===== config.mk =====
export PLATFORM = sky130hd
export DESIGN_NAME = gray_count_sequencer
export DESIGN_NICKNAME = d
export VERILOG_FILES = /design/src/rtl/gray_seq_pkg.sv /design/src/rtl/gray_code_counter_en.sv /design/src/rtl/gray_count_sequencer.sv
export SDC_FILE = /design/constraint.sdc
export NUM_CORES = 1
export LEC_CHECK = 0
export ABC_AREA = 1
export BUFFER_PORTS_ARGS = -buffer_cell sky130_fd_sc_hd__buf_2
export CELL_PAD_IN_SITES_DETAIL_PLACEMENT = 0
export CELL_PAD_IN_SITES_GLOBAL_PLACEMENT = 1
export CORE_MARGIN = 1
export CORE_UTILIZATION = 38
export DETAILED_ROUTE_END_ITERATION = 8
export PLACE_DENSITY = 0.76
export SYNTH_ARGS = -nofsm -noshare
export SYNTH_HDL_FRONTEND = slang
export SYNTH_HIERARCHICAL = 1
export SYNTH_SLANG_ARGS = --single-unit

===== constraint.sdc =====
create_clock -name clk -period 1.5 [get_ports clk]
set_clock_uncertainty 0.15 [all_clocks]
set_input_delay 0.075 -clock clk [delete_from_list [all_inputs] [get_ports clk]]
set_output_delay 0.075 -clock clk [all_outputs]
set_load 0.005 [all_outputs]

===== src/rtl/gray_seq_pkg.sv =====
// Shared types and helpers for the Gray-code burst sequencer.
package gray_seq_pkg;

    typedef enum logic [1:0] {
        IDLE = 2'd0,
        RUN  = 2'd1,
        DONE = 2'd2
    } seq_state_e;

    // Width-agnostic helper; callers cast the result down to their count width.
    function automatic logic [31:0] bin2gray(input logic [31:0] bin);
        return bin ^ (bin >> 1);
    endfunction

endpackage


===== src/rtl/gray_code_counter_en.sv =====
// Modulo-MOD_VALUE binary counter with enable and synchronous clear,
// exposing both the binary value and its Gray-coded form.
module gray_code_counter_en
    import gray_seq_pkg::*;
#(
    parameter  int MOD_VALUE = 8,
    localparam int W         = $clog2(MOD_VALUE)
) (
    input  logic         clk,
    input  logic         rstn,
    input  logic         en,
    input  logic         clr,
    output logic [W-1:0] count_binary,
    output logic [W-1:0] gray_count_out
);

    logic [W-1:0] count_q;

    // MOD_VALUE is a power of two, so the natural W-bit wrap is the modulus.
    always_ff @(posedge clk or negedge rstn) begin
        if (!rstn) begin
            count_q <= '0;
        end else if (clr) begin
            count_q <= '0;
        end else if (en) begin
            count_q <= count_q + W'(1);
        end
    end

    assign count_binary   = count_q;
    assign gray_count_out = W'(bin2gray(32'(count_q)));

endmodule


===== src/rtl/gray_count_sequencer.sv =====
// Burst sequencer: accepts a length command and steps a Gray-coded counter
// that many times, with pause, abort and a one-cycle done/aborted report.
module gray_count_sequencer
    import gray_seq_pkg::*;
#(
    parameter  int MOD_VALUE = 8,
    parameter  int LEN_W     = 8,
    localparam int W         = $clog2(MOD_VALUE)
) (
    input  logic             clk,
    input  logic             rstn,
    input  logic             cmd_valid,
    output logic             cmd_ready,
    input  logic [LEN_W-1:0] cmd_len,
    input  logic             cmd_clr,
    input  logic             pause,
    input  logic             abort,
    output logic [W-1:0]     gray_count_out,
    output logic             busy,
    output logic             done,
    output logic             aborted
);

    if (MOD_VALUE < 2 || (MOD_VALUE & (MOD_VALUE - 1)) != 0) begin : g_bad_mod
        $error("gray_count_sequencer: MOD_VALUE must be a power of two >= 2");
    end

    seq_state_e       state_q, state_d;
    logic [LEN_W-1:0] remaining_q, remaining_d;
    logic             busy_q, done_q, aborted_q, aborted_d;
    logic             cnt_en, cnt_clr;
    logic [W-1:0]     count_binary;

    always_comb begin
        state_d     = state_q;
        remaining_d = remaining_q;
        aborted_d   = 1'b0;
        cnt_en      = 1'b0;
        cnt_clr     = 1'b0;
        unique case (state_q)
            IDLE: begin
                if (cmd_valid) begin
                    cnt_clr = cmd_clr;
                    if (cmd_len == '0) begin
                        state_d = DONE;
                    end else begin
                        state_d     = RUN;
                        remaining_d = cmd_len;
                    end
                end
            end
            RUN: begin
                // Abort wins over both pause and the final increment.
                if (abort) begin
                    state_d   = DONE;
                    aborted_d = 1'b1;
                end else if (!pause) begin
                    cnt_en      = 1'b1;
                    remaining_d = remaining_q - LEN_W'(1);
                    if (remaining_q == LEN_W'(1)) begin
                        state_d = DONE;
                    end
                end
            end
            DONE:    state_d = IDLE;
            default: state_d = IDLE;
        endcase
    end

    always_ff @(posedge clk or negedge rstn) begin
        if (!rstn) begin
            state_q     <= IDLE;
            remaining_q <= '0;
            busy_q      <= 1'b0;
            done_q      <= 1'b0;
            aborted_q   <= 1'b0;
        end else begin
            state_q     <= state_d;
            remaining_q <= remaining_d;
            busy_q      <= (state_d == RUN);
            done_q      <= (state_d == DONE);
            aborted_q   <= aborted_d;
        end
    end

    gray_code_counter_en #(
        .MOD_VALUE(MOD_VALUE)
    ) u_counter (
        .clk           (clk),
        .rstn          (rstn),
        .en            (cnt_en),
        .clr           (cnt_clr),
        .count_binary  (count_binary),
        .gray_count_out(gray_count_out)
    );

    assign cmd_ready = (state_q == IDLE);
    assign busy      = busy_q;
    assign done      = done_q;
    assign aborted   = aborted_q;

endmodule


; Word-level counts from Yosys, hierarchy flattened
; Index checks and enable logic that the tools add are counted.
[word_totals]
ff_bits = 16
inputBits = 14
elab_cells = 42
output_inout_bits = 7
[classes]
add_sub_neg = 2
reduce_logical = 5
bitwise = 1
n_eq_ne = 8
muxes = 20
[op_table]
columns = cell, count
row1 = 2-to-1 mux 8 bit, 4
row2 = one-hot mux 8 bit (2 select lines), 1
row3 = 2-to-1 mux 2 bit, 5
row4 = equality test 8 x 1 -> 1 bit (second input constant), 1
row5 = logical NOT 8 bit, 1
row6 = != test 2 bit (second input constant), 4
row7 = subtractor 8 x 1 -> 8 bit (second input constant), 1
row8 = 2-to-1 mux 1 bit, 7
row9 = 2-to-1 mux 3 bit, 2
row10 = AND reduction 5 bit, 1
row11 = equality test 2 x 1 -> 1 bit (second input constant), 2
row12 = one-hot mux 2 bit (2 select lines), 1
row13 = nonzero test 2 bit, 2
row14 = adder 3 x 1 -> 3 bit (second input constant), 1
row15 = bitwise XOR 3 x 2 -> 3 bit, 1
row16 = equality test 2 bit (second input constant), 1
row17 = logical NOT 2 bit, 1

; Longest topological paths before layout
; Gate-level depths: netlist (run 1).
[logic_depth]
ltp_word = 6
depth_mapped = 9
ltp_nobuf = 9

; Cells and area by module
; Netlist (run 1), hierarchy kept.
[modules_own_cells]
columns = module, n_inst, area_each_um2, cells_each, seq_area_each_um2
row1 = gray_count_sequencer, 1, 888.4, 132, 325.3
row2 = gray_code_counter_en, 1, 158.9, 19, 75.1

; Worst setup path before layout (run 1)
; OpenSTA, ideal clock, no wires.
[synth_timing]
kind = register to register
from = register remaining_q[0]
to = register remaining_q[2]
path_buffers = 0
setup_slack_ns = 0.174
setup_ns = 0.116
t_required_ns = 1.234
arrival_ns = 1.059
stages_incl_launch_ff = 9
synth_period_minus_slack_ns = 1.326
path_cell_list = dfrtp_1 -> inv_1 -> ha_1 -> inv_1 -> nor2_1 -> o21ai_0 -> nand2_1 -> nand2_1 -> nand2_1
[synth_via]
elab_chain_cells = 4
[synth_rtl]
columns = element, line
row1 = start: declaration, gray_count_sequencer.sv:29  ; logic [LEN_W-1:0] remaining_q, remaining_d;
row2 = start signal: assignment, gray_count_sequencer.sv:79  ; remaining_q <= remaining_d;
row3 = subtractor 8 x 1 -> 8 bit, gray_count_sequencer.sv:59  ; remaining_d = remaining_q - LEN_W'(1);
row4 = 2-to-1 mux 8 bit, gray_count_sequencer.sv:57  ; end else if (!pause) begin
row5 = 2-to-1 mux 8 bit, gray_count_sequencer.sv:54  ; if (abort) begin
row6 = one-hot mux 8 bit (2 select lines), gray_count_sequencer.sv:40  ; unique case (state_q)
; No other way between the ends. The select of a mux whose other input is x is not followed.
; A chain may end at the register's enable or synchronous reset.

; Worst setup path after layout (run 1)
[layout_timing]
from = input cmd_len[2]
to = register remaining_q[1]
[layout_via]
elab_chain_cells = 3
[layout_rtl]
columns = element, line
row1 = start: declaration, gray_count_sequencer.sv:14  ; input logic [LEN_W-1:0] cmd_len,
row2 = logical NOT 8 bit, gray_count_sequencer.sv:44  ; if (cmd_len == '0) begin
row3 = != test 2 bit (no line), -
row4 = AND reduction 5 bit (no line), -
; No other way between the ends.

==> results.sh, run 1 <==
export IMPL_ir_drop_mv=0.870
export IMPL_cts_sinks=16
export IMPL_nNetsFinal=203
export IMPL_nFillCells=253
export IMPL_syn_num_nets=168
export IMPL_row_count=18
export IMPL_track_usage=0.197
export IMPL_cp_slowest_cell="dlygate4sd3_1"
export IMPL_syn_area_per_cell_um2=6.94
export IMPL_final_cell_mix="nand2_1 (56), buf_2 (20), inv_1 (17), nor2_1 (15), dfrtp_1 (15)"
export IMPL_antennaDiodeCount=0
export IMPL_clkTransAtPathRegs_ns=0.10
export IMPL_initial_utilization=0.412
export IMPL_critPathMaxFanout=8
export IMPL_status="completed"
export IMPL_max_stage_delay_ns=0.53
export IMPL_cellPowerDensity_nw_per_um2=1720
export IMPL_synthMuxAreaShare=0
export IMPL_first_global_vias=979
export IMPL_synth_adder_area_share=0.0358
export IMPL_grt_pass1_wl_mm=4.04
export IMPL_synth_compound_gate_area_share=0.0765
export IMPL_remaining_drc_errors=0
export IMPL_dpl_hpwl_mm=1.81
export IMPL_yosysSeqAreaShare=0.382
export IMPL_gp_congestion=0.856
export IMPL_hold_viol=0
export IMPL_grt_max_degree=17
export IMPL_max_freq_mhz=711
export IMPL_crit_chain="dlygate4sd3_1 > buf_2 > nor2_1 > nand2_2 > o21ai_4 > nand2_2 > nand2_4 > nand2_1 > nand2_1"
export IMPL_min_path_type="input pin to flop"
export IMPL_slew_violations=0
export IMPL_period_share=0.937
export IMPL_leakage_nw=0.748
export IMPL_numCtsBuffers=3
export IMPL_synthDistinctLibCells=21
export IMPL_coreArea_um2=2540
export IMPL_worstPathRequired_ns=1.59
export IMPL_io_buffers=20
export IMPL_synth_top_family_by_area="simple AND/OR/NAND/NOR gates"
export IMPL_crit_arrival_ns=1.49
export IMPL_clkLatencyLatePin_ns=0.29
export IMPL_die_area_um2=2970
export IMPL_synth_simple_area_share=0.404
export IMPL_drive_gt1_frac=0.243
export IMPL_syn_area_um2=1050
export IMPL_wirelength_mm=2.44
export IMPL_first_pass_iters=4
export IMPL_rsz0062_at_grt="yes"
export IMPL_crit_path_end_kind="flop"
export IMPL_final_common_cell="nand2_1"
export IMPL_top_layer="met4"
export IMPL_critPathBufInv=2
export IMPL_fp_dieW_um=54.5
export IMPL_layout_cells_non_filler=215
export IMPL_antenna_found_initial=0
export IMPL_root_buffer="clkbuf_4"
export IMPL_wl_met2_mm=1.21
export IMPL_dr_first_iter_drc_count=10
export IMPL_synthToLayoutAreaGrowth_pct=29.7
export IMPL_synth_seq_cells=16
export IMPL_finalCoreUtilization=0.534
export IMPL_worstMarginPinSlew_ns=0.359
export IMPL_antenna_left=0
export IMPL_setup_viol=0
export IMPL_seqCellArea_um2=402
export IMPL_clockBufferDepth=2
export IMPL_grt_overflow=0
export IMPL_synth_warnings=6
export IMPL_pin_count=21
export IMPL_crit_path_start_kind="input pin"
export IMPL_cp_top_family="buffers and inverters"
export IMPL_wl_per_cell_um=11.4
export IMPL_synthXorXnorAreaFrac=0.00836
export IMPL_post_drt_via_cell_ratio=4.73
export IMPL_die_y_um=54.5
export IMPL_dp_cells=200
export IMPL_cts_tree="yes"
export IMPL_multi_input_area_um2=589
export IMPL_maxCapViolations=0
export IMPL_min_period_ns=1.41
export IMPL_htree_levels=1
export IMPL_total_power_mw=2.33
export IMPL_criticalPathCategory="input pin to flop"
export IMPL_num_vias=1017
export IMPL_wl_met3_um=66
export IMPL_synthCells=151
export IMPL_routedLengthMet1_mm=1.15
export IMPL_max_slew_margin=0.760
## worst register-to-register path, stage by stage (launching register included)
cell     delay [ns]
dfrtp_2        0.47
nor2_4         0.19
o21ai_4        0.10
a21oi_4        0.28
nand2_1        0.09
nand2_1        0.06
## state kept, by name, indices dropped and copies added, names as in the netlist
| signal | flops |
|---|---|
| aborted | 1 |
| busy | 1 |
| done | 1 |
| remaining_q | 8 |
| state_q | 2 |
| u_counter/count_binary | 3 |
## path summary, 6_finish.rpt
kind	start	to	slack, ns	cells after the start
hold reg to reg	remaining_q[1]	remaining_q[1]	0.37	2
max in group asynchronous	rstn	state_q[1]	0.86	2
min in group asynchronous	rstn	remaining_q[5]	0.06	2
setup / recovery	cmd_len[2]	remaining_q[1]	0.09	9
hold / removal	cmd_valid	done	0.01	5
setup reg to reg	state_q[1]	remaining_q[2]	0.10	5
## synth_stat cells
| library cell | instances | share of area |
|---|---|---|
| nand4_1 | 2 | 0.012 |
| nand2_1 | 58 | 0.21 |
| buf_4 | 1 | 0.0072 |
| a21oi_1 | 1 | 0.0048 |
| o21ai_2 | 1 | 0.0084 |
| inv_1 | 17 | 0.061 |
| a21oi_4 | 1 | 0.016 |
| inv_2 | 4 | 0.014 |
| nor2_8 | 1 | 0.019 |
| nand3_1 | 11 | 0.053 |
| buf_6 | 1 | 0.011 |
| dfrtp_1 | 16 | 0.38 |
| o21ai_0 | 9 | 0.043 |
| nand2_4 | 1 | 0.011 |
| nand3_4 | 1 | 0.017 |
| nor2_2 | 1 | 0.0060 |
| xor2_1 | 1 | 0.0084 |
| ha_1 | 3 | 0.036 |
| o21ai_1 | 1 | 0.0048 |
| nor2_1 | 19 | 0.068 |
| nor2_4 | 1 | 0.011 |
## per-stage QoR
stage	setup slack, ns	TNS [ns]	hold WS (ns)	cell area, um^2
3_3_place_gp	0.0572	0	-0.135	1170
5_1_grt	-0.0162	-0.0371	0.0503	1360
2_1_floorplan	0.174	0	-0.371	1050
6_report	0.0945	0	0.0144	1360
3_5_place_dp	0.0470	0	-0.136	1170
4_1_cts	0.0165	0	0.00639	1310
## power by group
part / internal, mW / switching (mW)
clock: 0.148 / 0.149
combinational: 0.501 / 0.744
sequential: 0.605 / 0.185
total: 1.25 / 1.08
## routing by layer
metal  vias to the layer above  track usage
met5                         -            0
met4                         0       0.0769
met3                         2       0.0333
met2                        22        0.343
met1                       464        0.239
li1                        529            -
## cell families after synthesis
group                      count (synthesis)
AOI/OAI and AO/OA                         13
xor gates and xnor gates                   1
adders and majority gates                  3
buffers and inverters                     23
DFF                                       16
and+or+nand+nor                           95
## area by class of cell
cell class                 instances  share of cell area
timing repair buffer              32               0.158
multi-input combinational        112               0.434
sequential                        16               0.296
tap                               30              0.0276
clock buffer                       4              0.0267
inverter                          21              0.0580
## what timing repair did
action | in CTS | in global routing
hold endpoints to repair | 25 | 0
setup buffers | 0 | 1
resized for setup | 0 | 12
hold buffers | 10 | 0
endpoints found under the setup margin | 0 | 11
(Power assumes the default switching activity.)
==> run 2: changes to the inputs <==
==> constraint.sdc (replaced) <==
create_clock -name clk -period 1.4 [get_ports clk]
set_clock_uncertainty 0.15 [all_clocks]
set_input_delay 0.07 -clock clk [delete_from_list [all_inputs] [get_ports clk]]
set_output_delay 0.07 -clock clk [all_outputs]
set_load 0.02 [all_outputs]
==> run 2 against run 1 <==
Compared with the run above:
- flip-flop and latch count unchanged
- non-clock buffer count up 7
- wire length up 8.4%
- power up 27%
- die area unchanged
- final cell count up 3.3%
- global-route usage about the same
- critical path depth down 3
- first-iteration DRC count up 120%
- hold slack better by 0.012 ns
- clock power up 5%
==> results.sh, run 2 (same netlist as run 1, synthesis figures left out) <==
export IMPL_dp_cells=207
export IMPL_worstRegToRegCells=6
export IMPL_dpl_hpwl_mm=1.83
export IMPL_cts_sinks=16
export IMPL_final_cell_mix="nand2_1 (52), buf_2 (17), nor2_1 (16), inv_1 (15), dfrtp_1 (15)"
export IMPL_rsz0062_at_grt="yes"
export IMPL_worstPathRequired_ns=1.49
export IMPL_post_drt_via_cell_ratio=4.73
export IMPL_top_layer="met4"
export IMPL_fin_area_um2=1460
export IMPL_wirelength_mm=2.65
export IMPL_dr_first_iter_drc_count=22
export IMPL_clkTransAtPathRegs_ns=0.10
export IMPL_placed_area_um2=1230
export IMPL_power_frac_seq=0.289
export IMPL_antenna_left=0
export IMPL_min_period_ns=1.36
export IMPL_antennaDiodeCount=0
export IMPL_grt_pass1_wl_mm=4.11
export IMPL_final_common_cell="nand2_1"
export IMPL_p_int_mw=1.58
export IMPL_fin_ws_ns=0.0406
export IMPL_p_switching_mw=1.38
export IMPL_root_buffer="clkbuf_4"
export IMPL_p_sw_frac=0.467
export IMPL_setup_viol=0
export IMPL_max_freq_mhz=736
export IMPL_coreArea_um2=2540
export IMPL_crit_path_end_kind="flop"
export IMPL_timing_rr_end="remaining_q[1]"
export IMPL_clkLatencyLatePin_ns=0.29
export IMPL_numCtsBuffers=3
export IMPL_ir_drop_mv=1.20
export IMPL_layout_cells_non_filler=222
export IMPL_crit_arrival_ns=1.45
export IMPL_num_vias=1050
export IMPL_antenna_found_initial=0
export IMPL_routedLengthMet1_mm=1.29
export IMPL_holdPathEnd="state_q[1]"
export IMPL_power_frac_comb=0.606
export IMPL_track_usage=0.197
export IMPL_period_share=0.971
export IMPL_leakage_nw=0.804
export IMPL_wl_per_cell_um=11.9
export IMPL_min_path_type="input pin to flop"
export IMPL_whs_ns=0.0260
export IMPL_grt_overflow=0
export IMPL_wl_met2_mm=1.28
export IMPL_slew_violations=0
export IMPL_status="completed"
export IMPL_drive_gt1_frac=0.313
export IMPL_initial_utilization=0.412
export IMPL_reg2reg_slack_ns=0.04
export IMPL_pin_count=21
export IMPL_place_ws_ns=-0.0206
export IMPL_row_count=18
export IMPL_die_area_um2=2970
export IMPL_io_buffers=20
export IMPL_critPathMaxFanout=8
export IMPL_maxCapViolations=0
export IMPL_clockBufferDepth=2
export IMPL_first_global_vias=922
export IMPL_nNetsFinal=210
export IMPL_crit_path_start_kind="flop"
export IMPL_total_power_mw=2.96
export IMPL_criticalPathCategory="flop to flop"
export IMPL_hold_depth=5
export IMPL_largest_reg_flops=8
export IMPL_worstMarginPinSlew_ns=0.389
export IMPL_synthToLayoutAreaGrowth_pct=39.4
export IMPL_max_slew_margin=0.741
export IMPL_hold_viol=0
export IMPL_hp_start="cmd_valid"
export IMPL_die_y_um=54.5
export IMPL_first_pass_iters=4
export IMPL_wl_met3_um=70
export IMPL_remaining_drc_errors=0
export IMPL_fp_dieW_um=54.5
export IMPL_clockPowerShare=0.106
export IMPL_cellPowerDensity_nw_per_um2=2030
export IMPL_grt_max_degree=17
export IMPL_htree_levels=1
export IMPL_gp_congestion=0.834
export IMPL_top_register="remaining_q"
export IMPL_rr_startpoint="state_q[0]"
export IMPL_cts_tree="yes"
==> run 2: what timing repair did <==
action | 4_1_cts | 5_1_grt
setup endpoints to repair | 5 | 14
gates resized for setup | 2 | 23
pin swaps | 0 | 16
hold buffers | 10 | 0
setup buffers | 0 | 3
endpoints found under the hold margin | 25 | 0
==> run 2: power by group through the flow <==
stage          sequential, mW  combinational, mW  clock, mW
4_1_cts                 0.817               1.52      0.328
3_5_place_dp            0.824               1.48          0
2_1_floorplan           0.836               1.01          0
3_3_place_gp            0.818               1.47          0
5_1_grt                 0.880               2.02      0.352
6_report                0.855               1.79      0.313
==> run 2: per-stage QoR <==
stage                     utilization  setup TNS, ns
final                           0.574              0
after global routing            0.574         -0.434
after CTS                       0.538              0
after detailed placement        0.484        -0.0628
after global placement          0.484        -0.0466
after floorplan                     -              0
==> run 2: how the worst max path moves through the flow <==
| stage | start | endpoint | slack [ns] | depth (start not counted) |
|---|---|---|---|---|
| finish | state_q[0] | remaining_q[1] | 0.04 | 6 |
| detailed placement | remaining_q[1] | done | -0.02 | 6 |
| floorplan | remaining_q[0] | remaining_q[2] | 0.07 | 8 |
| CTS | remaining_q[2] | remaining_q[7] | 0.001 | 8 |
| global route | state_q[0] | remaining_q[1] | -0.08 | 6 |
| global placement | remaining_q[0] | busy | -0.02 | 5 |
==> run 2: cell type report <==
| class | count | area [um^2] |
|---|---|---|
| timing repair buffer | 39 | 288 |
| tap | 30 | 37.5 |
| inverter | 21 | 78.8 |
| sequential | 16 | 402 |
| multi-input combinational | 112 | 618 |
| fill | 255 | 1080 |
| clock buffer | 4 | 36.3 |
==> run 2: layer usage <==
| metal | up-vias | track usage |
|---|---|---|
| met5 | - | 0 |
| met3 | 2 | 0.0250 |
| met1 | 482 | 0.270 |
| li1 | 549 | - |
| met4 | 0 | 0.0641 |
| met2 | 17 | 0.319 |
==> run 2: critical path: stages (launching register included) <==
cell	delay (ns)
dfrtp_1	0.43
inv_2	0.09
nor2_8	0.11
nand3_4	0.10
a21oi_4	0.27
nand2_1	0.09
nand2_1	0.07
